### config.mk
export PLATFORM = sky130hd
export DESIGN_NAME = cas_key_loader
export DESIGN_NICKNAME = d
export VERILOG_FILES = /design/src/rtl/cas_key_pkg.sv /design/src/rtl/cas_key_shadow.sv /design/src/rtl/cas_key_loader.sv
export SDC_FILE = /design/constraint.sdc
export NUM_CORES = 1
export LEC_CHECK = 0
export ABC_AREA = 0
export BUFFER_PORTS_ARGS = -buffer_cell sky130_fd_sc_hd__buf_2
export CAP_MARGIN = 20
export CORE_MARGIN = 8
export CORE_UTILIZATION = 33
export CTS_BUF_LIST = sky130_fd_sc_hd__clkbuf_16
export DETAILED_ROUTE_END_ITERATION = 6
export GPL_TIMING_DRIVEN = 0
export PLACE_DENSITY_LB_ADDON = 0.2
export SETUP_SLACK_MARGIN = 0.05
export SLEW_MARGIN = 20
export SYNTH_ARGS = -nofsm -noshare
export SYNTH_HDL_FRONTEND = slang
export SYNTH_SLANG_ARGS = --single-unit
### constraint.sdc
create_clock -name clk -period 2.1 [get_ports clk]
set_input_delay 0.42 -clock clk [delete_from_list [all_inputs] [get_ports clk]]
set_output_delay 0.42 -clock clk [all_outputs]
set_load 0.01 [all_outputs]
### src/rtl/cas_key_pkg.sv
// Shared sizing, counter width and FSM state type for the CAS-Lock key loader.
package cas_key_pkg;

    localparam int KEY_W_DEF   = 64;
    localparam int CHUNK_W_DEF = 8;

    function automatic int num_chunks(input int key_w, input int chunk_w);
        return key_w / chunk_w;
    endfunction

    localparam int NUM_CHUNKS_DEF = num_chunks(KEY_W_DEF, CHUNK_W_DEF);
    localparam int CNT_W          = $clog2(NUM_CHUNKS_DEF);

    typedef enum logic [1:0] {
        IDLE = 2'd0,
        LOAD = 2'd1,
        FULL = 2'd2,
        ERR  = 2'd3
    } state_e;

endpackage

### src/rtl/cas_key_shadow.sv
// Shadow key register: one chunk written per cycle at a chunk index, with a
// synchronous zero that takes priority over the write.
module cas_key_shadow
    import cas_key_pkg::*;
#(
    parameter int KEY_W      = KEY_W_DEF,
    parameter int CHUNK_W    = CHUNK_W_DEF,
    parameter int NUM_CHUNKS = num_chunks(KEY_W, CHUNK_W),
    parameter int IDX_W      = $clog2(NUM_CHUNKS)
) (
    input  logic               clk,
    input  logic               rst,
    input  logic               wr_en,
    input  logic [IDX_W-1:0]   wr_idx,
    input  logic [CHUNK_W-1:0] wr_data,
    input  logic               zero,
    output logic [KEY_W-1:0]   shadow
);

    logic [KEY_W-1:0] shadow_q;
    logic [KEY_W-1:0] shadow_d;

    // Next shadow value: zeroing wins over a chunk write
    always_comb begin
        shadow_d = shadow_q;
        if (zero) begin
            shadow_d = '0;
        end else if (wr_en) begin
            for (int i = 0; i < NUM_CHUNKS; i++) begin
                if (wr_idx == IDX_W'(i)) begin
                    shadow_d[i*CHUNK_W +: CHUNK_W] = wr_data;
                end else begin
                    shadow_d[i*CHUNK_W +: CHUNK_W] = shadow_q[i*CHUNK_W +: CHUNK_W];
                end
            end
        end else begin
            shadow_d = shadow_q;
        end
    end

    // Shadow storage
    always_ff @(posedge clk) begin
        if (rst) begin
            shadow_q <= '0;
        end else begin
            shadow_q <= shadow_d;
        end
    end

    assign shadow = shadow_q;

endmodule

### src/rtl/cas_key_loader.sv
// Byte-stream key loader with shadow/active double buffering for a CAS-Lock netlist.
// Optional macro CAS_KEY_LOCKOUT_EN: one-shot key, locks after the first commit until rst.
module cas_key_loader
    import cas_key_pkg::*;
#(
    parameter int KEY_W   = KEY_W_DEF,
    parameter int CHUNK_W = CHUNK_W_DEF
) (
    input  logic               clk,
    input  logic               rst,
    input  logic               key_in_valid,
    output logic               key_in_ready,
    input  logic [CHUNK_W-1:0] key_in_data,
    input  logic               key_in_last,
    input  logic               commit,
    input  logic               clear,
    output logic [KEY_W-1:0]   key_out,
    output logic               key_valid,
    output logic               load_err
`ifdef CAS_KEY_LOCKOUT_EN
    ,
    output logic               key_locked
`endif
);

    localparam int NUM_CHUNKS = num_chunks(KEY_W, CHUNK_W);
    localparam int CW         = $clog2(NUM_CHUNKS);
    localparam logic [CW-1:0] LAST_IDX = CW'(NUM_CHUNKS - 1);

    state_e           state_q, state_d;
    logic [CW-1:0]    cnt_q, cnt_d;
    logic [KEY_W-1:0] key_out_q, key_out_d;
    logic             key_valid_q, key_valid_d;
    logic             load_err_q, load_err_d;
    logic             locked_s;
    logic             xfer_s;
    logic             wr_en_s;
    logic             zero_s;
    logic [KEY_W-1:0] shadow_s;

`ifdef CAS_KEY_LOCKOUT_EN
    logic locked_q, locked_d;
    assign locked_s   = locked_q;
    assign key_locked = locked_q;
`else
    assign locked_s = 1'b0;
`endif

    // Ready is a pure decode of registered state, held low during reset
    assign key_in_ready = ~rst & ~locked_s & ((state_q == IDLE) | (state_q == LOAD));
    assign xfer_s       = key_in_valid & key_in_ready;

    cas_key_shadow #(
        .KEY_W      (KEY_W),
        .CHUNK_W    (CHUNK_W),
        .NUM_CHUNKS (NUM_CHUNKS),
        .IDX_W      (CW)
    ) u_shadow (
        .clk     (clk),
        .rst     (rst),
        .wr_en   (wr_en_s),
        .wr_idx  (cnt_q),
        .wr_data (key_in_data),
        .zero    (zero_s),
        .shadow  (shadow_s)
    );

    // Next-state, counter, shadow control and active-key update
    always_comb begin
        state_d     = state_q;
        cnt_d       = cnt_q;
        key_out_d   = key_out_q;
        key_valid_d = key_valid_q;
        load_err_d  = load_err_q;
        wr_en_s     = 1'b0;
        zero_s      = 1'b0;
`ifdef CAS_KEY_LOCKOUT_EN
        locked_d    = locked_q;
`endif
        if (clear && !locked_s) begin
            state_d    = IDLE;
            cnt_d      = '0;
            zero_s     = 1'b1;
            load_err_d = 1'b0;
        end else begin
            case (state_q)
                IDLE, LOAD: begin
                    if (xfer_s) begin
                        wr_en_s = 1'b1;
                        if ((cnt_q == LAST_IDX) && key_in_last) begin
                            state_d = FULL;
                            cnt_d   = '0;
                        end else if ((cnt_q == LAST_IDX) || key_in_last) begin
                            // Framing error: discard everything collected so far
                            state_d    = ERR;
                            cnt_d      = '0;
                            zero_s     = 1'b1;
                            load_err_d = 1'b1;
                        end else begin
                            state_d = LOAD;
                            cnt_d   = cnt_q + CW'(1);
                        end
                    end else begin
                        state_d = state_q;
                    end
                end
                FULL: begin
                    if (commit && !locked_s) begin
                        key_out_d   = shadow_s;
                        key_valid_d = 1'b1;
                        state_d     = IDLE;
                        zero_s      = 1'b1;
`ifdef CAS_KEY_LOCKOUT_EN
                        locked_d    = 1'b1;
`endif
                    end else begin
                        state_d = FULL;
                    end
                end
                ERR: begin
                    state_d = ERR;
                end
                default: begin
                    state_d = IDLE;
                    cnt_d   = '0;
                    zero_s  = 1'b1;
                end
            endcase
        end
    end

    // Control and active-key registers
    always_ff @(posedge clk) begin
        if (rst) begin
            state_q     <= IDLE;
            cnt_q       <= '0;
            key_out_q   <= '0;
            key_valid_q <= 1'b0;
            load_err_q  <= 1'b0;
`ifdef CAS_KEY_LOCKOUT_EN
            locked_q    <= 1'b0;
`endif
        end else begin
            state_q     <= state_d;
            cnt_q       <= cnt_d;
            key_out_q   <= key_out_d;
            key_valid_q <= key_valid_d;
            load_err_q  <= load_err_d;
`ifdef CAS_KEY_LOCKOUT_EN
            locked_q    <= locked_d;
`endif
        end
    end

    assign key_out   = key_out_q;
    assign key_valid = key_valid_q;
    assign load_err  = load_err_q;

endmodule

==> run_results.csv <==
group,metric,value,unit
logic_synthesis,syn_inst,639,
power,clockPowerShare,0.522,
power,power.leakage,2.30,nW
worst_setup_path,crit_family,"adder cells",
sta,min_period_over_period,0.917,
worst_setup_path,cp_data_arrival_time,2270,ps
job,maxCapViolCount,0,
placed_design,gp_congestion,0.818,
worst_setup_path,rr_startpoint,"cnt_q[0]",
power,finalPower,5.77,mW
worst_setup_path,crit_fanout,10,
global_route,grt_pass1_vias,4587,
worst_setup_path,cp-end-kind,"flip-flop",
drt,antenna_left,0,
min_path,worstHoldStart,"key_in_last",
sta,hold_viol_final,0,
clock_tree,postCtsHoldBufs,0,
power,combPwrFrac,0.033,
min_path,hp-class,"input port to flip-flop",
drt,routed_wl,15.0,mm
clock_tree,path_clk_slew,60,ps
sta,grt_setup_unrepaired,"false",
logic_synthesis,yosys_warnings,0,
worst_setup_path,r2r.worst_path.cells,8,
global_route,overflow,0,
power,seqPwrFrac,0.446,
power,internal_power,4.57,mW
outcome,status,"finished clean",
sta,drv_slew,0,
worst_setup_path,crit_type,"flip-flop to flip-flop",
min_path,whs_path_depth,3,
sta,tightest_slew,888,ps
drt,wl_per_cell,15.6,microns
drt,drt-initial-drc-count,342,
die,fp-row-count,46,
die,core-area,0.0157,sq mm
drt,via_count,4720,
die,die_w,142,microns
logic_synthesis,syn_area_per_cell,8.21,sq um
placed_design,port_buffers,72,
worst_setup_path,rrSetupSlack,170,ps
clock_tree,cts_resized,0,
worst_setup_path,critPathSlowestCell,"dfxtp_2",
worst_setup_path,max_stage_delay,360,ps
clock_tree,cts_setup_buffers,0,
placed_design,placed_cells,927,
sta,clock_skew,9.22,ps
clock_tree,cts_tree,"done",
sta,setup-violations-final,0,
logic_synthesis,synth_nets,661,
sta,slew_headroom,0.407,
worst_setup_path,critPathLaunchType,"flip-flop",
logic_synthesis,synth_edf_count,0,
cells_and_area,area_growth,23.4,%
logic_synthesis,ys_ff_latch,135,
drt,dr.pass1.iters,6,
cells_and_area,register_area,0.00271,sq mm
logic_synthesis,synth-async-reset-ratio,0,
worst_setup_path,crit_required,2440,ps
cells_and_area,instances_no_fill,958,
clock_tree,clockRootBuffer,"clkbuf_16",
worst_setup_path,cp.buffers_inverters,3,
cells_and_area,layout.nets,752,
worst_setup_path,r2r_end,"u_shadow.shadow[36]",
logic_synthesis,ys_seq_area_frac,0.515,
cells_and_area,multi_input_area,0.00220,sq mm
clock_tree,clkLatencyLatePin,420,ps
sta,period_needed,1930,ps
power,switchingPower,1.20,mW
global_route,antenna_found_initial,1,
clock_tree,ctsHtreeMaxLevel,4,
drt,drc,0,
global_route,grt_max_degree,17,
sta,max_freq,0.519,GHz
global_route,grt_pass1_wl,23.8,mm
die,start_util,0.334,
die,dieArea,0.0202,sq mm
cells_and_area,n_antenna_cell,0,
logic_synthesis,synth_ff_type,"dfxtp_1",
drt,viasPerCell,4.93,
logic_synthesis,yosysUniqueCellTypes,30,
clock_tree,numClockSinks,135,
logic_synthesis,synth_area,0.00525,sq mm
clock_tree,ctsLongestPathBuffers,2,
placed_design,hpwlAfterDp,10.7,mm
cells_and_area,drive_gt1_frac,0.189,
die,io_pins,81,
global_route,grt_util_all_layers,0.152,
power,p_per_area,890,mW/mm^2
clock_tree,cts-buffers-inserted,17,
power,sw_frac_of_total,0.208,
worst_setup_path,path_cells,"ha_1 -> ha_2 -> inv_1 -> ha_1 -> a221o_1 -> buf_6 -> buf_6 -> a21oi_1",
sta,tns,0,ps
power,vdd_ir_drop_max,0.000597,V
die,dieHeight,142,microns
cells_and_area,fill_cells,1610,
cell usage in the layout, fill, tap and decap left out, types with 2 or more instances in the layout:
master / instances
buf_6: 8
nand3_1: 64
nor2_1: 6
dfxtp_2: 2
dfxtp_1: 133
nand2b_1: 4
clkbuf_1: 29
a21oi_2: 12
bufinv_16: 4
inv_1: 11
a21oi_1: 120
nand2_1: 131
nor3b_1: 2
nor2b_1: 4
or3_1: 3
buf_1: 12
clkbuf_16: 17
nand4bb_1: 4
clkinv_2: 3
clkinvlp_4: 2
o21ai_0: 63
ha_1: 7
buf_2: 85
and4bb_2: 3
cell type report:
cell class | count | area share
Sequential cell | 135 | 0.418
Multi-Input combinational cell | 434 | 0.340
Clock buffer | 17 | 0.0657
Timing Repair Buffer | 72 | 0.0557
Buffer | 63 | 0.0485
Tap cell | 216 | 0.0417
Clock inverter | 14 | 0.0261
Inverter | 7 | 0.00406
sequential cells by signal, summed over array words and instances, names as in the netlist, named ones only:
name and cells:
cnt_q 3, key_out 64, key_valid 1, load_err 1, state_q 1, u_shadow.shadow 64
synth_stat cells, drive strengths merged (3+ instances only):
cell | number | area share
nand2b | 4 | 0.0048
nor2 | 6 | 0.0043
or3 | 3 | 0.0036
nand3 | 64 | 0.061
inv | 7 | 0.0050
a21oi | 132 | 0.13
ha | 8 | 0.019
nand2 | 131 | 0.094
clkbuf | 30 | 0.022
and4bb | 3 | 0.0072
buf | 33 | 0.038
o21ai | 64 | 0.061
dfxtp | 135 | 0.52
nand4bb | 4 | 0.0086
nor2b | 4 | 0.0048
cells by family (layout without fill, tap and decap cells):
logic type,Yosys count,in the layout,synth area share
DFF,135,135,0.515
adders and majority gates,8,8,0.0191
buffers and inverters,70,173,0.0649
and+or+nand+nor,227,227,0.200
AOI/OAI and AO/OA,199,199,0.201
layer usage:
| layer | track usage | vias to the layer above | wire (microns) |
|---|---|---|---|
| met4 | 0.0656 | 2 | 232 |
| met1 | 0.191 | 2226 | 7160 |
| met5 | 0 | - | 16 |
| met2 | 0.232 | 113 | 6690 |
| met3 | 0.0493 | 17 | 871 |
| li1 | - | 2362 | - |
worst reg2reg max path: cells and delay by family (launching register included):
kind | cells | cell delay [ps]
fa+ha+maj | 3 | 680
buf+inv | 3 | 360
flops | 1 | 360
compound gates | 2 | 450
through the flow:
step / cell area (sq um) / hold slack [ps] / worst slack (ps) / utilization
after floorplan: 5250 / 428 / 317 / -
after global placement: 5880 / 443 / 52.6 / 0.374
after detailed placement: 5880 / 444 / 19.5 / 0.374
after CTS: 6470 / 388 / 85.5 / 0.412
after global routing: 6470 / 425 / 57.5 / 0.412
final: 6470 / 420 / 175 / 0.412
worst max-delay path by stage:
stage / start / endpoint / slack, ps / depth (start not counted)
2_1_floorplan: cnt_q[0] / u_shadow.shadow[5] / 320 / 8
3_3_place_gp: rst / key_out[58] / 50 / 5
3_5_place_dp: rst / key_out[60] / 20 / 5
4_1_cts: cnt_q[0] / u_shadow.shadow[33] / 90 / 8
5_1_grt: cnt_q[0] / u_shadow.shadow[37] / 60 / 8
6_report: cnt_q[0] / u_shadow.shadow[36] / 170 / 8
power by group through the flow:
| stage | Clock (mW) | Combinational [mW] | Sequential (mW) |
|---|---|---|---|
| floorplan | 0 | 0.122 | 2.62 |
| global placement | 0 | 0.185 | 2.62 |
| detailed placement | 0 | 0.187 | 2.62 |
| CTS | 3.07 | 0.189 | 2.57 |
| global route | 3.17 | 0.206 | 2.57 |
| finish | 3.01 | 0.189 | 2.57 |
No activity file was read; power rests on OpenSTA's default activity.
